--- src/rtl/irq_pkg.sv ---
// Shared definitions for the four-source interrupt arbiter slice.
package irq_pkg;

  localparam int unsigned NSRC       = 4;
  localparam int unsigned PRIO_W     = 4;
  localparam int unsigned VEC_STRIDE = 4;

  typedef enum logic [1:0] {
    IDLE = 2'd0,
    REQ  = 2'd1,
    ACK  = 2'd2
  } irq_state_t;

endpackage

--- src/rtl/irq_winner4.sv ---
// Combinational winner select: two-level compare tree over four sources,
// lower index wins ties, winner must strictly exceed the current CPU level.
module irq_winner4
  import irq_pkg::*;
(
  input  logic [NSRC-1:0]        elig,
  input  logic [NSRC*PRIO_W-1:0] prio_cfg,
  input  logic [PRIO_W-1:0]      cur_prio,
  output logic                   win_valid,
  output logic [1:0]             win_idx
);

  logic [PRIO_W-1:0] p0, p1, p2, p3;
  logic              v01, v23, i01, i23, top_lo;
  logic [PRIO_W-1:0] pr01, pr23, win_prio;

  assign p0 = prio_cfg[0*PRIO_W +: PRIO_W];
  assign p1 = prio_cfg[1*PRIO_W +: PRIO_W];
  assign p2 = prio_cfg[2*PRIO_W +: PRIO_W];
  assign p3 = prio_cfg[3*PRIO_W +: PRIO_W];

  always_comb begin
    // Level 1: pairwise, the left (lower index) side keeps ties.
    v01  = elig[0] | elig[1];
    i01  = ~(elig[0] && (!elig[1] || p0 >= p1));
    pr01 = i01 ? p1 : p0;
    v23  = elig[2] | elig[3];
    i23  = ~(elig[2] && (!elig[3] || p2 >= p3));
    pr23 = i23 ? p3 : p2;
    // Level 2: same tie rule between the pair winners.
    top_lo   = v01 && (!v23 || pr01 >= pr23);
    win_idx  = top_lo ? {1'b0, i01} : {1'b1, i23};
    win_prio = top_lo ? pr01 : pr23;
    win_valid = (v01 | v23) && (win_prio > cur_prio);
  end

endmodule

--- src/rtl/irq_arbiter.sv ---
// Four-source rising-edge interrupt arbiter with int_req/iack handshake.
// Optional build macro IRQ_MASK_EN adds the irq_mask input.
module irq_arbiter
  import irq_pkg::*;
#(
  parameter int unsigned       VEC_W    = 32,
  parameter logic [VEC_W-1:0]  VEC_BASE = VEC_W'(32'h0000_0100)
) (
  input  logic                   clk,
  input  logic                   rst,
  input  logic [NSRC-1:0]        irq_in,
  input  logic [NSRC*PRIO_W-1:0] prio_cfg,
  input  logic [PRIO_W-1:0]      cur_prio,
  input  logic [NSRC-1:0]        irq_clr,
`ifdef IRQ_MASK_EN
  input  logic [NSRC-1:0]        irq_mask,
`endif
  input  logic                   iack,
  output logic                   int_req,
  output logic [1:0]             sel,
  output logic [VEC_W-1:0]       vector,
  output logic [NSRC-1:0]        pending
);

  irq_state_t        state_q;
  logic              int_req_q;
  logic [1:0]        sel_q;
  logic [VEC_W-1:0]  vector_q, vector_d;
  logic [NSRC-1:0]   irq_q, pending_q, pending_d, elig;
  logic              win_valid;
  logic [1:0]        win_idx;

  // Set beats clear when a new edge lands on the clearing cycle.
  assign pending_d = (pending_q & ~irq_clr) | (irq_in & ~irq_q);

`ifdef IRQ_MASK_EN
  assign elig = pending_q & ~irq_mask;
`else
  assign elig = pending_q;
`endif

  irq_winner4 u_winner (
    .elig      (elig),
    .prio_cfg  (prio_cfg),
    .cur_prio  (cur_prio),
    .win_valid (win_valid),
    .win_idx   (win_idx)
  );

  assign vector_d = VEC_BASE + (VEC_W'(win_idx) * VEC_W'(VEC_STRIDE));

  always_ff @(posedge clk or posedge rst) begin
    if (rst) begin
      irq_q     <= '0;
      pending_q <= '0;
    end else begin
      irq_q     <= irq_in;
      pending_q <= pending_d;
    end
  end

  // sel/vector only move on IDLE->REQ; held through ACK for the decoder.
  always_ff @(posedge clk or posedge rst) begin
    if (rst) begin
      state_q   <= IDLE;
      int_req_q <= 1'b0;
      sel_q     <= '0;
      vector_q  <= VEC_BASE;
    end else begin
      case (state_q)
        IDLE: begin
          if (win_valid) begin
            state_q   <= REQ;
            int_req_q <= 1'b1;
            sel_q     <= win_idx;
            vector_q  <= vector_d;
          end
        end
        REQ: begin
          if (iack) begin
            state_q   <= ACK;
            int_req_q <= 1'b0;
          end
        end
        ACK: begin
          if (!iack) state_q <= IDLE;
        end
        default: begin
          state_q   <= IDLE;
          int_req_q <= 1'b0;
        end
      endcase
    end
  end

  assign int_req = int_req_q;
  assign sel     = sel_q;
  assign vector  = vector_q;
  assign pending = pending_q;

endmodule

--- config.mk ---
export PLATFORM = sky130hd
export DESIGN_NAME = irq_arbiter
export DESIGN_NICKNAME = d
export VERILOG_FILES = /design/src/rtl/irq_pkg.sv /design/src/rtl/irq_winner4.sv /design/src/rtl/irq_arbiter.sv
export SDC_FILE = /design/constraint.sdc
export NUM_CORES = 1
export LEC_CHECK = 0
export BUFFER_PORTS_ARGS = -buffer_cell sky130_fd_sc_hd__buf_2
export CORE_ASPECT_RATIO = 0.9
export CORE_UTILIZATION = 43
export DETAILED_ROUTE_END_ITERATION = 8
export GPL_ROUTABILITY_DRIVEN = 0
export GPL_TIMING_DRIVEN = 0
export PLACE_DENSITY_LB_ADDON = 0.1
export SLEW_MARGIN = 25
export SYNTH_ARGS = -nofsm -noshare
export SYNTH_HDL_FRONTEND = slang
export SYNTH_SLANG_ARGS = --single-unit
--- constraint.sdc ---
create_clock -name clk -period 4.94 [get_ports clk]
set_clock_uncertainty 0.05 [all_clocks]
set_input_delay 0.494 -clock clk [delete_from_list [all_inputs] [get_ports clk]]
set_output_delay 0.494 -clock clk [all_outputs]
set_load 0.02 [all_outputs]
Yosys cells after proc, flatten, opt, wreduce, memory -nomap -nowiden
Cells that the tools add are included.
{"block": "classes", "n_eq_ne": 5, "add_sub_neg": 1, "n_bitwise": 11, "magnitude_cmp": 4, "mux": 11, "reduce_logical": 14}
{"op": "$ge A4 B4 Y1", "count": 3}
{"op": "$mux W4", "count": 3}
{"op": "$add A9 B4 Y10 const A", "count": 1}
{"op": "$and A4 B4 Y4", "count": 2}
{"op": "$mux W2", "count": 4}
{"op": "$not A4 Y4", "count": 2}
{"op": "$pmux W2 S3", "count": 1}
{"op": "$reduce_and A3 Y1", "count": 2}
{"op": "$gt A4 B4 Y1", "count": 1}
{"op": "$logic_and A1 B1 Y1", "count": 4}
{"op": "$ne A2 B2 Y1 const B", "count": 2}
{"op": "$or A4 B4 Y4", "count": 1}
{"op": "$logic_not A1 Y1", "count": 3}
{"op": "$logic_or A1 B1 Y1", "count": 3}
{"op": "$not A1 Y1", "count": 3}
{"op": "$or A1 B1 Y1", "count": 3}
{"op": "$pmux W1 S3", "count": 1}
{"op": "$eq A2 B1 Y1 const B", "count": 1}
{"op": "$eq A2 B2 Y1 const B", "count": 1}
{"op": "$logic_not A2 Y1", "count": 1}
{"op": "$mux W1", "count": 2}
{"op": "$ne A2 B1 Y1 const B", "count": 1}
{"op": "$reduce_and A2 Y1", "count": 1}
{"block": "word_totals", "input_bits": 31, "register_bits": 45, "output_inout_bits": 39, "wordCells": 52}

Depth between registers and ports, before layout
Gate-level depths: netlist (run 1).
{"block": "depth", "depth_word": 12, "mapped_depth": 20, "ltp_nobuf": 18}

Hierarchy
From an unflattened synthesis (run 1), not the netlist that was laid out.
{"block": "unflattened", "cells_unflattened": 143, "area_unflattened_um2": 1286.2}
{"module": "irq_arbiter", "cells_per_inst": 72, "n_inst": 1, "area_each_um2": 714.4, "seq_area_each_um2": 325.3}
{"module": "irq_winner4", "cells_per_inst": 71, "n_inst": 1, "area_each_um2": 571.8, "seq_area_each_um2": 0.0}

Worst setup path after synthesis (run 1)
No wires, ideal clock.
{"block": "synth_timing", "path_type": "input -> register", "start": "input prio_cfg[0]", "end": "register sel_q[0] (netlist: sel[0])", "n_path_buf": 2, "stages": 20, "t_arrival_ns": 4.240, "setup_ns": 0.079, "t_required_ns": 4.811, "setup_slack_ns": 0.570, "path_cell_list": "inv_1 -> ha_1 -> or3b_1 -> o2111ai_1 -> a21o_1 -> buf_2 -> mux2i_1 -> inv_1 -> ha_1 -> o211ai_1 -> a21oi_1 -> o32a_1 -> clkbuf_1 -> mux2_2 -> ha_1 -> nor2b_1 -> o21a_1 -> o21ai_0 -> a221oi_1 -> mux2i_1"}
{"block": "synth_via", "elab_chain_len": 11, "word_cells_on_any_way": 13, "classes_between": "3 x order compare; 3 x mux; 1 x bitwise; 6 x reduce/logical"}
{"element": "start: declaration", "line": "irq_arbiter.sv:12", "text": "input logic [NSRC*PRIO_W-1:0] prio_cfg,"}
{"element": "$ge A4 B4 Y1", "line": "irq_winner4.sv:25", "text": "i01 = ~(elig[0] && (!elig[1] || p0 >= p1));"}
{"element": "$logic_or A1 B1 Y1", "line": "irq_winner4.sv:25"}
{"element": "$logic_and A1 B1 Y1", "line": "irq_winner4.sv:25"}
{"element": "$mux W4", "line": "irq_winner4.sv:26", "text": "pr01 = i01 ? p1 : p0;"}
{"element": "$ge A4 B4 Y1", "line": "irq_winner4.sv:31", "text": "top_lo = v01 && (!v23 || pr01 >= pr23);"}
{"element": "$logic_or A1 B1 Y1", "line": "irq_winner4.sv:31"}
{"element": "$logic_and A1 B1 Y1", "line": "irq_winner4.sv:31"}
{"element": "$mux W4", "line": "irq_winner4.sv:33", "text": "win_prio = top_lo ? pr01 : pr23;"}
{"element": "$gt A4 B4 Y1", "line": "irq_winner4.sv:34", "text": "win_valid = (v01 | v23) && (win_prio > cur_prio);"}
{"element": "$logic_and A1 B1 Y1", "line": "irq_winner4.sv:34"}
{"element": "$reduce_and A2 Y1 (no source line)"}
{"element": "end signal: assignment", "line": "irq_arbiter.sv:75", "text": "sel_q <= win_idx;"}
{"element": "end: declaration", "line": "irq_arbiter.sv:27", "text": "logic [1:0] sel_q;"}
Parallel ways exist; a longest one is shown, timed or not.
A chain may end at the register's enable or synchronous reset.

Worst setup path in the final report (run 1)
{"block": "layout_timing", "start": "input prio_cfg[0]", "end": "register sel_q[1] (netlist: sel[1])"}
{"block": "layout_via", "elab_chain_len": 11, "word_cells_on_any_way": 12, "classes_between": "3 x order compare; 3 x mux; 6 x reduce/logical"}
{"element": "$ge A4 B4 Y1", "line": "irq_winner4.sv:25"}
{"element": "$logic_or A1 B1 Y1", "line": "irq_winner4.sv:25"}
{"element": "$logic_and A1 B1 Y1", "line": "irq_winner4.sv:25"}
{"element": "$mux W4 (*)", "line": "irq_winner4.sv:26"}
{"element": "$ge A4 B4 Y1", "line": "irq_winner4.sv:31"}
{"element": "$logic_or A1 B1 Y1", "line": "irq_winner4.sv:31"}
{"element": "$logic_and A1 B1 Y1", "line": "irq_winner4.sv:31"}
{"element": "$mux W4", "line": "irq_winner4.sv:33"}
{"element": "$gt A4 B4 Y1", "line": "irq_winner4.sv:34"}
{"element": "$logic_and A1 B1 Y1", "line": "irq_winner4.sv:34"}
{"element": "$reduce_and A2 Y1 (no source line)"}
Every way passes the cells marked *; elsewhere a longest branch is shown, timed or not.

==> run_results.csv, run 1 <==
group,metric,value,unit
route,vias,1062,
power,power_density,275.5,nW/um2
final_layout,insertedDiodeCount,0,
timing,rsz0062_at_grt,"no",
critical_path,rr_worst_depth,16,
global_route,grt_pass1_wl,3594,um
yosys,synth_area,1274,um2
route,drtAntennaViolNets,0,
floorplanning,num_rows,18,
final_layout,area_growth,30.06,%
final_layout,post-route-cell-area,1657,um2
clock_tree,postCtsHoldBufs,0,
global_route,met2_usage,0.2753,
critical_path,cp-startpoint,"prio_cfg[0]",
final_layout,multi_input_area,709.4,um2
critical_path,startpoint_type,"input pin",
route,drt_iter0_markers,38,
clock_tree,insertion_delay,0.27,ns
timing,hold_ws,0.1721,ns
global_route,grt_pass1_vias,899,
timing,timing.slew.headroom,0.6584,
clock_tree,cts.sinks,13,
critical_path,r2r_start,"pending[3]",
power,p_leak,1.040,nW
global_route,antenna_found_initial,0,
global_route,met3_usage,0.01442,
place,hpwlAfterDp,2007,um
timing,slew_violations,0,
route,viasPerCell,4.214,
critical_path,crit_type,"in -> reg",
route,drc,0,
timing,setup_viol,0,
worst_hold_path,hp-class,"in -> async",
critical_path,r2r_setup_slack,0.80,ns
clock_tree,clkTransAtPathRegs,0.07,ns
global_route,grt_max_degree,14,
yosys,yosysUniqueCellTypes,30,
yosys,synth_warnings,0,
clock_tree,postCtsSetupRepairBufs,0,
yosys,ys_ff_latch,13,
route,wl_per_cell,9.111,um
floorplanning,die_area,3184,um2
critical_path,reg2reg_to,"sel[1]",
floorplanning,start_util,0.4598,
final_layout,n_fill_cell,267,
floorplanning,die_width,59.37,um
clock_tree,numCtsBuffers,3,
timing,clock.fmax,220.0,MHz
place,dpl-instance-area,1624,um2
clock_tree,post_cts_resized,0,
clock_tree,htree_levels,1,
global_route,top_usage_layer,"met2",
timing,worst_slew_pin_slew,0.5106,ns
floorplanning,coreArea,2770,um2
final_layout,nNetsFinal,260,
yosys,syn_avg_cell_area,9.033,um2
place,io_buffers,39,
global_route,grt.total_usage,0.1501,
clock_tree,cts_root_buf,"clkbuf_4",
critical_path,crit_fanout,6,
critical_path,cp.required,5.08,ns
timing,timing.final.crit_share,0.9203,
route,wl,2296,um
final_layout,drive_above_1_share,0.3774,
outcome,outcome,"finished, final reports clean",
critical_path,end_kind,"flop",
critical_path,cp.arrival,4.69,ns
yosys,synth_seq_area_share,0.2554,
route,drtPass1Iterations,4,
floorplanning,ioPinCount,70,
global_route,grt.overflow.total,0,
timing,hold_viol,0,
final_layout,final_common_cell,"buf_2",
final_layout,ff_latch_area,325.3,um2
final_layout,layout_common_cells,"buf_2 (40), buf_4 (32), conb_1 (30), inv_1 (27), ha_1 (16)",
clock_tree,clk_path_buf_depth,2,
power,vdd_drop_max,287.9,uV
yosys,synth_cells,141,
timing,min_period,4.546,ns
floorplanning,die_y,53.63,um
global_route,met1_usage,0.1806,
job,cap_violations,0,
clock_tree,cts_tree,"yes",
-- final cells by class --
cell class | count | share of cell area
Buffer | 34 | 0.1503
Timing Repair Buffer | 39 | 0.1178
Multi-Input combinational cell | 95 | 0.4282
Inverter | 27 | 0.06118
Sequential cell | 13 | 0.1964
Clock buffer | 4 | 0.01586
Tap cell | 40 | 0.03021
-- sequential cells by signal (all words and copies together) (netlist names) --
signal   cells
pending      4
int_req      1
irq_q        4
state_q      2
sel          2
-- metal layers --
metal | part of all wire | vias up
li1 | - | 547
met1 | 0.43 | 464
met2 | 0.47 | 47
met3 | 0.089 | 4
met4 | 0.011 | 0
met5 | 0 | -
-- synthesized netlist by cell type --
| cell | n | area [um2] |
|---|---|---|
| a211oi_1 | 1 | 7.510 |
| a21o_1 | 4 | 30.03 |
| a21oi_1 | 1 | 5.000 |
| a21oi_2 | 1 | 8.760 |
| a221oi_1 | 1 | 8.760 |
| and2_1 | 2 | 12.51 |
| buf_2 | 1 | 5.000 |
| buf_4 | 32 | 240.2 |
| clkbuf_1 | 1 | 3.750 |
| conb_1 | 2 | 7.510 |
| dfrtp_1 | 13 | 325.3 |
| ha_1 | 16 | 200.2 |
| inv_1 | 27 | 101.4 |
| mux2_2 | 1 | 11.26 |
| mux2i_1 | 13 | 130.1 |
| nand2_1 | 1 | 3.750 |
| nand4_1 | 1 | 6.260 |
| nor2_1 | 6 | 22.52 |
| nor2b_1 | 1 | 6.260 |
| nor3_1 | 1 | 5.000 |
| o2111ai_1 | 1 | 8.760 |
| o211ai_1 | 1 | 7.510 |
| o211ai_2 | 1 | 12.51 |
| o21a_1 | 1 | 7.510 |
| o21ai_0 | 2 | 10.01 |
| o22ai_1 | 5 | 31.28 |
| o32a_1 | 1 | 10.01 |
| o41ai_4 | 1 | 27.53 |
| or3b_1 | 1 | 8.760 |
| xor2_1 | 1 | 8.760 |
-- per-stage QoR --
step | util | worst slack, ns | setup TNS, ns | total power, mW | instances
after floorplan | - | 0.5703 | 0 | 0.3321 | 169
after global placement | 0.5863 | 0.05254 | 0 | 0.3851 | 248
after detailed placement | 0.5863 | -0.03271 | -0.05489 | 0.3918 | 248
after CTS | 0.5958 | 0.2319 | 0 | 0.4566 | 252
after global routing | 0.5980 | 0.05385 | 0 | 0.4959 | 252
final | 0.5980 | 0.3939 | 0 | 0.4565 | 252
-- critical path, cell delays in order --
cell       delay [ns]
buf_2            0.09
inv_1            0.04
ha_1             0.27
or3b_1           0.37
o2111ai_1        0.10
a21o_1           0.13
buf_2            0.18
mux2i_1          0.26
inv_1            0.07
ha_1             0.30
o211ai_1         0.08
a21oi_1          0.20
o32a_1           0.18
clkbuf_1         0.31
mux2_2           0.39
ha_1             0.18
nor2b_1          0.10
o21a_1           0.11
o21ai_0          0.11
a221oi_2         0.49
mux2i_1          0.23
-- power by group --
group          total [mW]  internal [mW]  switching [mW]  leakage (nW)
sequential          0.150          0.130          0.0194         0.154
clock              0.0616         0.0312          0.0304        0.0150
combinational       0.245          0.112           0.133         0.871
total               0.456          0.274           0.183          1.04
-- worst max path at each step --
stage,end
after global routing,sel[0]
after detailed placement,sel[1]
after CTS,sel[1]
final,sel[1]
after global placement,sel[1]
after floorplan,sel[0]
-- cells by family after synthesis --
family / count (synthesis) / synth area share
and+or+nand+nor: 13 / 0.05108
adders and majority gates: 16 / 0.1572
xor gates and xnor gates: 1 / 0.006877
other: 2 / 0.005896
muxes: 14 / 0.1110
buffers and inverters: 61 / 0.2750
AOI/OAI and AO/OA: 21 / 0.1375
DFF: 13 / 0.2554
Power figures use the tool's default switching activity.
==> run 2: changes to the inputs <==
--- a/config.mk
+++ b/config.mk
@@ -7,7 +7,7 @@
 export LEC_CHECK = 0
 export BUFFER_PORTS_ARGS = -buffer_cell sky130_fd_sc_hd__buf_2
 export CORE_ASPECT_RATIO = 0.9
-export CORE_UTILIZATION = 43
+export CORE_UTILIZATION = 40
 export DETAILED_ROUTE_END_ITERATION = 8
 export GPL_ROUTABILITY_DRIVEN = 0
 export GPL_TIMING_DRIVEN = 0
==> constraint.sdc (replaced) <==
create_clock -name clk -period 3.75 [get_ports clk]
set_clock_uncertainty 0.05 [all_clocks]
set_input_delay 0.375 -clock clk [delete_from_list [all_inputs] [get_ports clk]]
set_output_delay 0.375 -clock clk [all_outputs]
set_load 0.02 [all_outputs]
==> run 2 against run 1 <==
  * The flow now finishes with violations (negative setup slack)
  * Combinational power increased by 72%
  * Flip-flop and latch count stayed put
  * Sequential power up 32%
  * Via count is 7.2% higher
  * Sequential share of layout area decreased by 3.6 points
  * Cell count is 8.3% higher
  * Critical path depth decreased by 1
  * Core utilization is 7.1 points higher
  * Worst setup slack worse by 0.51 ns
  * Power rose by 54%
  * Clock-buffer cell count stayed put
  * Final area up 23%
  * Critical path type unchanged
  * Largest cell class unchanged
==> run_results.csv, run 2 (synthesized netlist as in run 1, its figures left out) <==
group,metric,value,unit
clock_tree,htree_levels,1,
critical_path,cp.required,3.87,ns
route,vias,1138,
power,vdd_drop_max,266.2,uV
final_layout,nNetsFinal,279,
final_layout,drive_above_1_share,0.5195,
route,drt_iter0_markers,15,
global_route,grt.total_usage,0.1480,
global_route,grt.overflow.total,0,
final_layout,layout_common_cells,"buf_4 (50), buf_2 (34), conb_1 (30), inv_1 (24), dfrtp_1 (13)",
floorplanning,die_y,55.54,um
job,cap_violations,0,
place,io_buffers,39,
floorplanning,num_rows,19,
global_route,grt_pass1_wl,3774,um
power,power.share.clock,0.119,
critical_path,end_kind,"flop",
timing,min_period,3.869,ns
place,dpl-instance-area,1700,um2
final_layout,insertedDiodeCount,0,
final_layout,final_common_cell,"buf_4",
power,comb_power_share,0.599,
place,pre_cts_slack,-0.6671,ns
clock_tree,cts.sinks,13,
outcome,violations,"negative setup slack",
power,switching_share,0.3917,
outcome,outcome,"finished with violations",
final_layout,post-route-cell-area,2034,um2
clock_tree,clkTransAtPathRegs,0.07,ns
floorplanning,start_util,0.4186,
clock_tree,numCtsBuffers,3,
final_layout,stdcell_count,273,
floorplanning,ioPinCount,70,
clock_tree,clk_path_buf_depth,2,
critical_path,startpoint_type,"input pin",
clock_tree,cts_tree,"yes",
floorplanning,die_area,3414,um2
power,power.switching,0.2758,mW
final_layout,area_growth,59.72,%
power,power_density,346.2,nW/um2
global_route,grt_max_degree,14,
route,drtAntennaViolNets,0,
floorplanning,coreArea,3043,um2
power,seqPwrFrac,0.281,
global_route,grt_pass1_vias,940,
timing,layout_setup_ws,-0.1189,ns
route,wl,2797,um
timing,setup_viol,4,
timing,hold_viol,0,
timing,rsz0062_at_grt,"yes",
clock_tree,insertion_delay,0.27,ns
place,hpwlAfterDp,2104,um
route,viasPerCell,4.168,
timing,timing.final.crit_share,1.032,
route,wl_per_cell,10.25,um
global_route,antenna_found_initial,0,
route,drtPass1Iterations,3,
timing,hold_ws,0.05067,ns
floorplanning,die_width,61.48,um
critical_path,crit_type,"in -> reg",
power,intPower,0.4284,mW
final_layout,final_util,0.6686,
critical_path,cp.arrival,3.99,ns
worst_hold_path,hp-class,"in -> async",
timing,clock.fmax,258.5,MHz
power,p_leak,1.147,nW
route,drc,0,
place,dp.cells,250,
timing,slew_violations,0,
clock_tree,cts_root_buf,"clkbuf_4",
critical_path,crit_fanout,5,
==> run 2: final timing paths <==
kind / from / slack, ns / depth (start not counted) / to
min in group clk: irq_in[1] / 0.17 / 1 / irq_q[1]
max in group asynchronous: rst / 3.28 / 2 / pending[0]
worst max-delay path: prio_cfg[4] / -0.12 / 20 / int_req
worst min-delay path: rst / 0.05 / 2 / sel[0]
worst min register to register: irq_q[1] / 0.38 / 1 / pending[1]
worst max register to register: pending[1] / 0.07 / 18 / int_req
==> run 2: area by class of cell <==
class / instances / area, um2
plain buffers: 33 / 251.5
clock buffers: 4 / 26.28
fillers: 266 / 1008
inverters: 27 / 106.4
multi-input cells: 95 / 884.6
flip-flops and latches: 13 / 325.3
well taps: 42 / 52.55
repair buffers: 59 / 387.9
==> run 2: critical path, cell delays in order <==
cell and delay, ns:
buf_6 0.10, ha_4 0.22, or3b_1 0.38, o2111ai_2 0.08, a21o_1 0.15, buf_6 0.13, mux2i_2 0.24, inv_1 0.07
ha_1 0.27, o211ai_1 0.18, a21oi_1 0.08, o32a_1 0.38, mux2i_1 0.20, ha_1 0.26, nor2b_1 0.13, o21a_1 0.17
o21ai_2 0.16, a221oi_4 0.10, buf_4 0.16, a21o_1 0.15
==> run 2: power by group through the flow <==
stage          Clock [mW]  Sequential, mW  Combinational (mW)
3_3_place_gp            0           0.199               0.330
5_1_grt            0.0947           0.203               0.458
4_1_cts            0.0860           0.198               0.392
2_1_floorplan           0           0.221               0.235
3_5_place_dp            0           0.201               0.338
6_report           0.0839           0.198               0.422
==> run 2: metrics by stage <==
stage	power (mW)	TNS, ns
floorplan	0.4560	-0.3208
global placement	0.5293	-1.994
detailed placement	0.5389	-2.388
CTS	0.6765	-0.7623
global route	0.7557	-1.078
finish	0.7042	-0.4172
==> run 2: routing by layer <==
layer  global-route usage  share of wire  up-vias
li1                     -              -      586
met1               0.1857           0.40      505
met2               0.2488           0.52       45
met3              0.04918          0.069        2
met4              0.01905         0.0061        0
met5                    0              0        -
==> run 2: repair_timing <==
| action | CTS | global route |
|---|---|---|
| setup buffers | 15 | 5 |
| pin swaps | 15 | 10 |
| hold buffers | 0 | 0 |
| endpoints found under the setup margin | 4 | 4 |
| resized for setup | 19 | 12 |
| gates cloned | 0 | 0 |
==> run 3: changes to the inputs <==
--- a/config.mk
+++ b/config.mk
@@ -12,6 +12,7 @@
 export GPL_ROUTABILITY_DRIVEN = 0
 export GPL_TIMING_DRIVEN = 0
 export PLACE_DENSITY_LB_ADDON = 0.1
+export SETUP_SLACK_MARGIN = 0.3
 export SLEW_MARGIN = 25
 export SYNTH_ARGS = -nofsm -noshare
 export SYNTH_HDL_FRONTEND = slang
==> run 3 against run 2 <==
  * The run still ends with negative setup slack left
  * Largest cell class unchanged
  * Worst setup slack got worse by 0.058 ns
  * Core utilization fell by 0.082 points
  * Combinational power barely moved
  * Cell count stayed put
  * Critical path depth increased by 1
  * Sequential power barely moved
  * Global-route usage did not move
  * First-iteration DRC count fell by 6.7%
==> run_results.csv, run 3 (synthesized netlist as in run 1, its figures left out) <==
group,metric,value,unit
route,drtAntennaViolNets,0,
timing,rsz0062_at_grt,"yes",
critical_path,rr_worst_depth,19,
critical_path,cp.required,3.87,ns
clock_tree,insertion_delay,0.27,ns
worst_hold_path,hp-class,"in -> async",
timing,timing.final.crit_share,1.047,
floorplanning,die_area,3414,um2
critical_path,end_kind,"flop",
critical_path,path_buf_inv,5,
final_layout,drive_above_1_share,0.5195,
critical_path,path_cells,"buf_6 -> ha_4 -> or3b_1 -> o2111ai_2 -> a21o_1 -> buf_6 -> mux2i_2 -> inv_1 -> ha_1 -> o211ai_1 -> a21oi_1 -> o32a_1 -> clkbuf_8 -> mux2i_2 -> ha_1 -> nor2b_1 -> o21a_1 -> o21ai_2 -> a221oi_4 -> buf_4 -> a21o_1",
final_layout,ff_latch_area,325.3,um2
critical_path,crit_type,"in -> reg",
final_layout,n_fill_cell,265,
route,drc,0,
clock_tree,clkTransAtPathRegs,0.07,ns
power,switching_share,0.3899,
floorplanning,die_y,55.54,um
global_route,grt.overflow.total,0,
final_layout,nNetsFinal,279,
outcome,outcome,"finished with violations",
power,power.share.clock,0.119,
timing,hold_ws,0.05067,ns
power,vdd_drop_max,266.2,uV
timing,setup_viol,4,
global_route,grt_pass1_wl,3774,um
timing,layout_setup_ws,-0.1768,ns
final_layout,multi_input_area,875.8,um2
place,hpwlAfterDp,2104,um
critical_path,slowest_stage,"or3b_1",
route,viasPerCell,4.172,
power,power_density,347.1,nW/um2
place,io_buffers,39,
final_layout,insertedDiodeCount,0,
clock_tree,numCtsBuffers,3,
final_layout,final_common_cell,"buf_4",
power,comb_power_share,0.600,
power,seqPwrFrac,0.281,
power,intPower,0.4302,mW
clock_tree,clk_path_buf_depth,2,
floorplanning,die_width,61.48,um
clock_tree,postCtsHoldBufs,0,
critical_path,critical-path-top-delay-family,"compound AO/OA/AOI/OAI gates",
route,drtPass1Iterations,4,
critical_path,startpoint_type,"input pin",
clock_tree,cts.sinks,13,
critical_path,cp.arrival,4.04,ns
timing,clock.fmax,254.7,MHz
critical_path,slowest_delay,0.38,ns
floorplanning,start_util,0.4186,
route,drt_iter0_markers,14,
outcome,violations,"negative setup slack",
floorplanning,ioPinCount,70,
route,wl,2762,um
power,finalPower,0.7053,mW
final_layout,area_growth,59.53,%
global_route,grt.total_usage,0.1480,
job,cap_violations,0,
global_route,grt_max_degree,14,
timing,min_period,3.927,ns
route,vias,1139,
power,power.switching,0.2750,mW
clock_tree,cts_root_buf,"clkbuf_4",
timing,slew_violations,0,
critical_path,crit_cells,21,
timing,hold_viol,0,
floorplanning,num_rows,19,
place,pre_cts_slack,-0.6671,ns
final_layout,layout_common_cells,"buf_4 (49), buf_2 (34), conb_1 (30), inv_1 (24), dfrtp_1 (13)",
floorplanning,coreArea,3043,um2
global_route,antenna_found_initial,0,
route,wl_per_cell,10.12,um
critical_path,crit_fanout,5,
power,p_leak,1.148,nW
clock_tree,cts_tree,"yes",
global_route,grt_pass1_vias,940,
clock_tree,htree_levels,1,
## run 3: metrics by stage
step	cell area [um2]	setup TNS (ns)	util	cells
finish	2032	-0.6328	0.6678	273
global route	2032	-1.174	0.6678	273
CTS	1933	-0.7623	0.6353	269
detailed placement	1700	-2.388	0.5588	250
global placement	1700	-1.994	0.5588	250
floorplan	1453	-0.3208	-	169
## run 3: timing repair
item	4_1_cts	5_1_grt
buffers inserted	15	4
setup endpoints to repair	4	4
pin swaps	15	11
resized for setup	19	12
## run 3: final cells by class
| class | count | area share |
|---|---|---|
| multi-input cells | 95 | 0.4310 |
| repair buffers | 58 | 0.1872 |
| flip-flops and latches | 13 | 0.1601 |
| plain buffers | 34 | 0.1305 |
| inverters | 27 | 0.05234 |
| well taps | 42 | 0.02586 |
| clock buffers | 4 | 0.01293 |
## run 3: routing by layer
layer | track usage | vias to the layer above | wire (um)
met5 | 0 | - | 0
met4 | 0.01905 | 0 | 17
met3 | 0.04918 | 2 | 192
met2 | 0.2488 | 45 | 1438
met1 | 0.1857 | 506 | 1114
li1 | - | 586 | -
## run 3: worst paths after layout
kind	end	slack, ns	start
worst max-delay path	int_req	-0.18	prio_cfg[4]
worst min-delay path	sel[0]	0.05	rst
worst max register to register	int_req	0.01	pending[1]
worst min register to register	pending[1]	0.38	irq_q[1]
max in group asynchronous	pending[0]	3.28	rst
min in group clk	irq_q[1]	0.17	irq_in[1]
## run 3: power groups by stage
stage	sequential [mW]	combinational (mW)	clock [mW]
floorplan	0.221	0.235	0
global placement	0.199	0.330	0
detailed placement	0.201	0.338	0
CTS	0.198	0.392	0.0860
global route	0.203	0.458	0.0947
finish	0.198	0.423	0.0839
